File: config.mk
export PLATFORM = sky130hd
export DESIGN_NAME = bar_peak_hold_flat
export DESIGN_NICKNAME = d
export VERILOG_FILES = /design/src/rtl/bar_peak_hold_if.sv /design/src/rtl/bar_peak_hold.sv /design/src/flat_wrapper.sv
export SDC_FILE = /design/constraint.sdc
export NUM_CORES = 1
export LEC_CHECK = 0
export CORE_UTILIZATION = 35
export CTS_CLUSTER_SIZE = 20
export DETAILED_ROUTE_END_ITERATION = 6
export SETUP_SLACK_MARGIN = 0.2
export SLEW_MARGIN = 20
export SYNTH_ARGS = -nofsm -noshare
export SYNTH_HDL_FRONTEND = slang
export SYNTH_SLANG_ARGS = --single-unit
File: constraint.sdc
create_clock -name CLK -period 9.9 [get_ports CLK]
set_clock_uncertainty 0.2 [all_clocks]
set_input_delay 2.97 -clock CLK [delete_from_list [all_inputs] [get_ports CLK]]
set_output_delay 2.97 -clock CLK [all_outputs]
set_load 0.02 [all_outputs]
File: src/rtl/bar_peak_hold_if.sv
// Frame input, read port and status bundle between the band translator,
// the display renderer and bar_peak_hold.
interface bar_peak_hold_if;
  logic       new_t;
  logic [9:0] t0, t1, t2, t3, t4, t5, t6, t7;
  logic [9:0] t8, t9, t10, t11, t12, t13, t14, t15;
  logic [3:0] rd_addr;
  logic [9:0] rd_bar;
  logic [9:0] rd_peak;
  logic       busy;
  logic       frame_done;
  logic       overrun;

  modport master (
    output new_t, t0, t1, t2, t3, t4, t5, t6, t7,
           t8, t9, t10, t11, t12, t13, t14, t15, rd_addr,
    input  rd_bar, rd_peak, busy, frame_done, overrun
  );

  modport slave (
    input  new_t, t0, t1, t2, t3, t4, t5, t6, t7,
           t8, t9, t10, t11, t12, t13, t14, t15, rd_addr,
    output rd_bar, rd_peak, busy, frame_done, overrun
  );
endinterface

File: src/rtl/bar_peak_hold.sv
// 16-channel bar meter with saturating decay and timed peak-hold markers,
// updated one channel per cycle after each new_t rising edge.
module bar_peak_hold #(
  parameter int DECAY_STEP  = 8,
  parameter int PEAK_STEP   = 4,
  parameter int HOLD_FRAMES = 30
) (
  input  logic           CLK,
  input  logic           RESETN,
  bar_peak_hold_if.slave bus
);
  localparam logic [9:0] DSTEP = 10'(DECAY_STEP);
  localparam logic [9:0] PSTEP = 10'(PEAK_STEP);
  localparam logic [7:0] HOLD  = 8'(HOLD_FRAMES);

  typedef enum logic [1:0] {IDLE, UPDATE, DONE} state_e;

  state_e            state_q, state_d;
  logic [3:0]        ch_q, ch_d;
  logic              new_t_q;
  logic              new_edge;
  logic              load, upd;
  logic              overrun_q;
  logic [9:0]        rd_bar_q, rd_peak_q;
  logic [15:0][9:0]  t_in, snap_q, bar_q, peak_q;
  logic [15:0][7:0]  hold_q;

  logic [9:0] s_snap, s_bar, s_peak, dec, pk_dec, bar_new, peak_new;
  logic [7:0] s_hold, hold_new;

  assign t_in = {bus.t15, bus.t14, bus.t13, bus.t12, bus.t11, bus.t10, bus.t9, bus.t8,
                 bus.t7,  bus.t6,  bus.t5,  bus.t4,  bus.t3,  bus.t2,  bus.t1, bus.t0};

  assign new_edge = bus.new_t & ~new_t_q;

  always_comb begin
    state_d = state_q;
    ch_d    = ch_q;
    load    = 1'b0;
    upd     = 1'b0;
    case (state_q)
      IDLE: if (new_edge) begin
        load    = 1'b1;
        ch_d    = 4'd0;
        state_d = UPDATE;
      end
      UPDATE: begin
        upd = 1'b1;
        if (ch_q == 4'd15) state_d = DONE;
        else               ch_d    = ch_q + 4'd1;
      end
      DONE:    state_d = IDLE;
      default: state_d = IDLE;
    endcase
  end

  // Update datapath for the channel selected by ch_q.
  always_comb begin
    s_snap   = snap_q[ch_q];
    s_bar    = bar_q[ch_q];
    s_peak   = peak_q[ch_q];
    s_hold   = hold_q[ch_q];
    dec      = (s_bar > DSTEP) ? s_bar - DSTEP : '0;
    bar_new  = (s_snap > dec) ? s_snap : dec;
    pk_dec   = (s_peak > PSTEP) ? s_peak - PSTEP : '0;
    peak_new = s_peak;
    hold_new = s_hold;
    if (s_snap >= s_peak) begin
      peak_new = s_snap;
      hold_new = HOLD;
    end else if (s_hold != 8'd0) begin
      hold_new = s_hold - 8'd1;
    end else begin
      // Decayed marker never drops beneath the bar it sits on.
      peak_new = (pk_dec > bar_new) ? pk_dec : bar_new;
    end
  end

  always_ff @(posedge CLK or negedge RESETN) begin
    if (!RESETN) begin
      state_q   <= IDLE;
      ch_q      <= '0;
      new_t_q   <= 1'b1;
      overrun_q <= 1'b0;
      snap_q    <= '0;
      bar_q     <= '0;
      peak_q    <= '0;
      hold_q    <= '0;
      rd_bar_q  <= '0;
      rd_peak_q <= '0;
    end else begin
      state_q   <= state_d;
      ch_q      <= ch_d;
      new_t_q   <= bus.new_t;
      overrun_q <= new_edge && (state_q != IDLE);
      if (load) snap_q <= t_in;
      if (upd) begin
        bar_q[ch_q]  <= bar_new;
        peak_q[ch_q] <= peak_new;
        hold_q[ch_q] <= hold_new;
      end
      // Same-edge sampling: a channel read in its own update cycle returns the old value.
      rd_bar_q  <= bar_q[bus.rd_addr];
      rd_peak_q <= peak_q[bus.rd_addr];
    end
  end

  assign bus.rd_bar     = rd_bar_q;
  assign bus.rd_peak    = rd_peak_q;
  assign bus.busy       = (state_q != IDLE);
  assign bus.frame_done = (state_q == DONE);
  assign bus.overrun    = overrun_q;
endmodule
File: src/flat_wrapper.sv
// flat-port wrapper written by rule: the top's interface ports become plain ports
module bar_peak_hold_flat 
#(
  parameter int DECAY_STEP  = 8,
  parameter int PEAK_STEP   = 4,
  parameter int HOLD_FRAMES = 30
)
  (CLK, RESETN, bus_new_t, bus_t0, bus_t1, bus_t2, bus_t3, bus_t4, bus_t5, bus_t6, bus_t7, bus_t8, bus_t9, bus_t10, bus_t11, bus_t12, bus_t13, bus_t14, bus_t15, bus_rd_addr, bus_rd_bar, bus_rd_peak, bus_busy, bus_frame_done, bus_overrun);
  bar_peak_hold_if bus_i ();
  input  logic CLK;
  input  logic RESETN;
  input wire logic [$bits(bus_i.new_t)-1:0] bus_new_t;
  input wire logic [$bits(bus_i.t0)-1:0] bus_t0;
  input wire logic [$bits(bus_i.t1)-1:0] bus_t1;
  input wire logic [$bits(bus_i.t2)-1:0] bus_t2;
  input wire logic [$bits(bus_i.t3)-1:0] bus_t3;
  input wire logic [$bits(bus_i.t4)-1:0] bus_t4;
  input wire logic [$bits(bus_i.t5)-1:0] bus_t5;
  input wire logic [$bits(bus_i.t6)-1:0] bus_t6;
  input wire logic [$bits(bus_i.t7)-1:0] bus_t7;
  input wire logic [$bits(bus_i.t8)-1:0] bus_t8;
  input wire logic [$bits(bus_i.t9)-1:0] bus_t9;
  input wire logic [$bits(bus_i.t10)-1:0] bus_t10;
  input wire logic [$bits(bus_i.t11)-1:0] bus_t11;
  input wire logic [$bits(bus_i.t12)-1:0] bus_t12;
  input wire logic [$bits(bus_i.t13)-1:0] bus_t13;
  input wire logic [$bits(bus_i.t14)-1:0] bus_t14;
  input wire logic [$bits(bus_i.t15)-1:0] bus_t15;
  input wire logic [$bits(bus_i.rd_addr)-1:0] bus_rd_addr;
  output wire logic [$bits(bus_i.rd_bar)-1:0] bus_rd_bar;
  output wire logic [$bits(bus_i.rd_peak)-1:0] bus_rd_peak;
  output wire logic [$bits(bus_i.busy)-1:0] bus_busy;
  output wire logic [$bits(bus_i.frame_done)-1:0] bus_frame_done;
  output wire logic [$bits(bus_i.overrun)-1:0] bus_overrun;
  assign bus_i.new_t = bus_new_t;
  assign bus_i.t0 = bus_t0;
  assign bus_i.t1 = bus_t1;
  assign bus_i.t2 = bus_t2;
  assign bus_i.t3 = bus_t3;
  assign bus_i.t4 = bus_t4;
  assign bus_i.t5 = bus_t5;
  assign bus_i.t6 = bus_t6;
  assign bus_i.t7 = bus_t7;
  assign bus_i.t8 = bus_t8;
  assign bus_i.t9 = bus_t9;
  assign bus_i.t10 = bus_t10;
  assign bus_i.t11 = bus_t11;
  assign bus_i.t12 = bus_t12;
  assign bus_i.t13 = bus_t13;
  assign bus_i.t14 = bus_t14;
  assign bus_i.t15 = bus_t15;
  assign bus_i.rd_addr = bus_rd_addr;
  assign bus_rd_bar = bus_i.rd_bar;
  assign bus_rd_peak = bus_i.rd_peak;
  assign bus_busy = bus_i.busy;
  assign bus_frame_done = bus_i.frame_done;
  assign bus_overrun = bus_i.overrun;
  bar_peak_hold #(.DECAY_STEP(DECAY_STEP), .PEAK_STEP(PEAK_STEP), .HOLD_FRAMES(HOLD_FRAMES)) u_core (.CLK(CLK), .RESETN(RESETN), .bus(bus_i));
endmodule
==> run metrics <==
RSZ-0062 raised after global routing=false; GPL Wtd Cong=between 0.9 and 1; min-delay worst type=reg2reg; final net count=2839; dpl hpwl=~61000 um; effective utilization at floorplan=between 30% and 40%; Vias=22200; TritonCTS clock tree=done; clock sinks=636; first-pass GRT wire length=146000 um; Max Cap Violations=0; layout cells sized above 1=between 20% and 30%; Synth cell types=77; largest net degree at the start of global routing=approximately 160; vias per cell=around 5.7; top cells by count, synth=dfrtp_1, nand2_1, mux4_2, mux2_2, o21ai_0; vias in the first global route=around 23000; Critical Path RT=10150 ps; Worst Path Buf+Inv=2; Skew-Pair Late Insertion Delay=about 630 ps; violated checks=design-rule violations; Post-synth EDFFs=0; Avg Cell Area, Syn=12.6 sq um; Yosys reg bits=about 640; Crit-path slowest cell=o311ai_2; critical path peak fanout=60; setup TNS=0 ps; Final WS setup=between 1000 and 1500 ps; # resized after CTS=0; CTS root buf=clkbuf_16; ys async rst share=100%; CTS max path bufs=3; most frequent cell after synthesis=dfrtp_1; Slew Limit Headroom=approximately a quarter; routed wire length=between 90000 and 100000 um; cell area after synthesis=0.0319 sq mm; Fin. Hold Viols=0; Setup Viol. Count Final=0; pin slew with the least headroom to its limit=about 1100 ps; DIE WIDTH=about 300 um; Post-route DRC=1; Syn Nets=2738; Final ANT Viol Nets=0; First-pass DRT Iterations=7; synthesized instance count=about 2500; initial antenna violation count=2; post-synth top area cell=dfrtp_1; startpoint types=flip-flop; pins over their slew limit=0; Highest Clock Rate=113 MHz; Largest stage delay, worst path=930 ps; post-synthesis sequential area ratio=49.9%; Reg clk slew, reported paths=60 ps; IO buf count=about 190; status=complete, but fails checks; IO Count=190; final design utilization=41.3%; Synth Warn #=0; post-CTS setup buffers=0; core area=between 0.09 and 0.1 sq mm; hold_buf cts=0; die area=a little over 0.09 sq mm; Area Growth Syn to Fin=16.7%; CTS Buf Count=approximately 70; top cells by area, synth=dfrtp_1, mux4_2, mux2_2; Final Cycle Share=around nine tenths; Crit. End Element=flip-flop; Initial DRC Count=~2000; crit path time final=between 8000 and 9000 ps; height of the die=roughly 300 um; crit-path leading delay family=compound AO/OA/AOI/OAI gates; wire length per cell=roughly 24 um; crit path kind=reg2reg; H-tree Lvls=3; all-layer global routing usage=about a fifth; Setup WS pre-CTS=between 1000 and 1500 ps; share of the synthesized area in the top cell type=49.9%; fill count=~8300; Synth Flop Type=dfrtp_1; Worst Path Arrival=roughly 9100 ps; placement row count=110; crit-path cells=buf_12, mux4_2, a22oi_1, nand2_1, o31ai_4, nand4b_4, and2_1, ha_1, nand4_1, o311ai_2, nor2_1, a31oi_1, inv_1, ha_1, nand4_1, nor3_1, a21oi_1, a31oi_1, nor4_1, and4b_1, a311oi_4, a21oi_1; Overflow after GRT=0
==> final timing paths <==
kind                                                startpoint                        endpoint  slack (ps)  cells after the start
worst max-delay path                u_core.ch_q[0]$_DFFE_PN0P_  u_core.peak_q[134]$_DFFE_PN0P_        1030                     22
worst min-delay path            u_core.hold_q[119]$_DFFE_PN0P_  u_core.hold_q[119]$_DFFE_PN0P_         270                      2
worst max register to register      u_core.ch_q[0]$_DFFE_PN0P_  u_core.peak_q[134]$_DFFE_PN0P_        1030                     22
worst min register to register  u_core.hold_q[119]$_DFFE_PN0P_  u_core.hold_q[119]$_DFFE_PN0P_         270                      2
max in group asynchronous                               RESETN     u_core.bar_q[0]$_DFFE_PN0P_        5540                      3
min in group asynchronous                               RESETN  u_core.snap_q[121]$_DFFE_PN0P_        2180                      1
==> kinds of logic (layout without fill, tap and decap cells) <==
family	count (synthesis)	after routing	share of synthesized area [%]
AO/OA/AOI/OAI	497	497	9.53
XOR/XNOR	13	13	0.357
adder cells (fa/ha/maj)	39	39	1.53
buffers and inverters	256	414	3.51
flip-flops	636	636	49.9
multiplexers	518	518	27.5
other	0	1	0
AND/OR/NAND/NOR	573	573	7.59
==> worst reg2reg max path: cells and delay by family, from the launching register on <==
kind / cells / cell delay, ps
buffers and inverters: 2 / 810
adders and majority gates: 2 / 650
DFF: 1 / 810
muxes: 1 / 690
AOI/OAI and AO/OA: 8 / 3580
and+or+nand+nor: 9 / 1960
==> cell usage in the layout, fill, tap and decap left out, drive strengths merged, types with 64 or more instances in the layout <==
cell / synthesis / routed
buf: 72 / 64
a21oi: 83 / 83
mux4: 263 / 263
mux2: 240 / 240
o21ai: 246 / 246
dfrtp: 635 / 635
nor2: 151 / 151
clkbuf: 150 / 113
clkdlybuf4s50: 0 / 185
nand2: 329 / 329
==> per-layer routing <==
layer / track usage [%] / wire, um / vias up
li1: - / - / 9518
met2: 34.2 / 46300 / 882
met3: 3.40 / 5870 / 188
met5: 0 / 8 / -
met4: 6.84 / 2740 / 2
met1: 27.6 / 38900 / 11600
==> sequential cells by signal, indices dropped and copies added (netlist names) <==
signal and cells:
u_core.bar_q 160, u_core.new_t_q 1, u_core.ch_q 4, u_core.snap_q 160, u_core.bus.rd_peak 10, u_core.bus.rd_bar 10, u_core.hold_q 128, u_core.bus.overrun 1
u_core.state_q 2, u_core.peak_q 160
==> through the flow <==
step                      instance area [sq um]  hold slack, ps  std cells
after global routing                      37200             298       3867
after floorplan                           31900             243       2532
after CTS                                 37200             273       3866
after global placement                    34800             255       3735
after detailed placement                  34800             260       3735
final                                     37200             274       3867
==> layout make-up <==
class	count	area, sq um	area share [%]
clock buffers	113	2160	5.80
multi-input cells	1640	14900	40.1
diodes	1	2.50	0.00673
clock inverters	18	216	0.582
well taps	1176	1470	3.96
repair buffers	249	2390	6.44
flip-flops and latches	636	15900	42.8
inverters	34	128	0.343
Power is not shown: default switching activity piles up to over one toggle a cycle in this logic, so the estimate is an artifact.
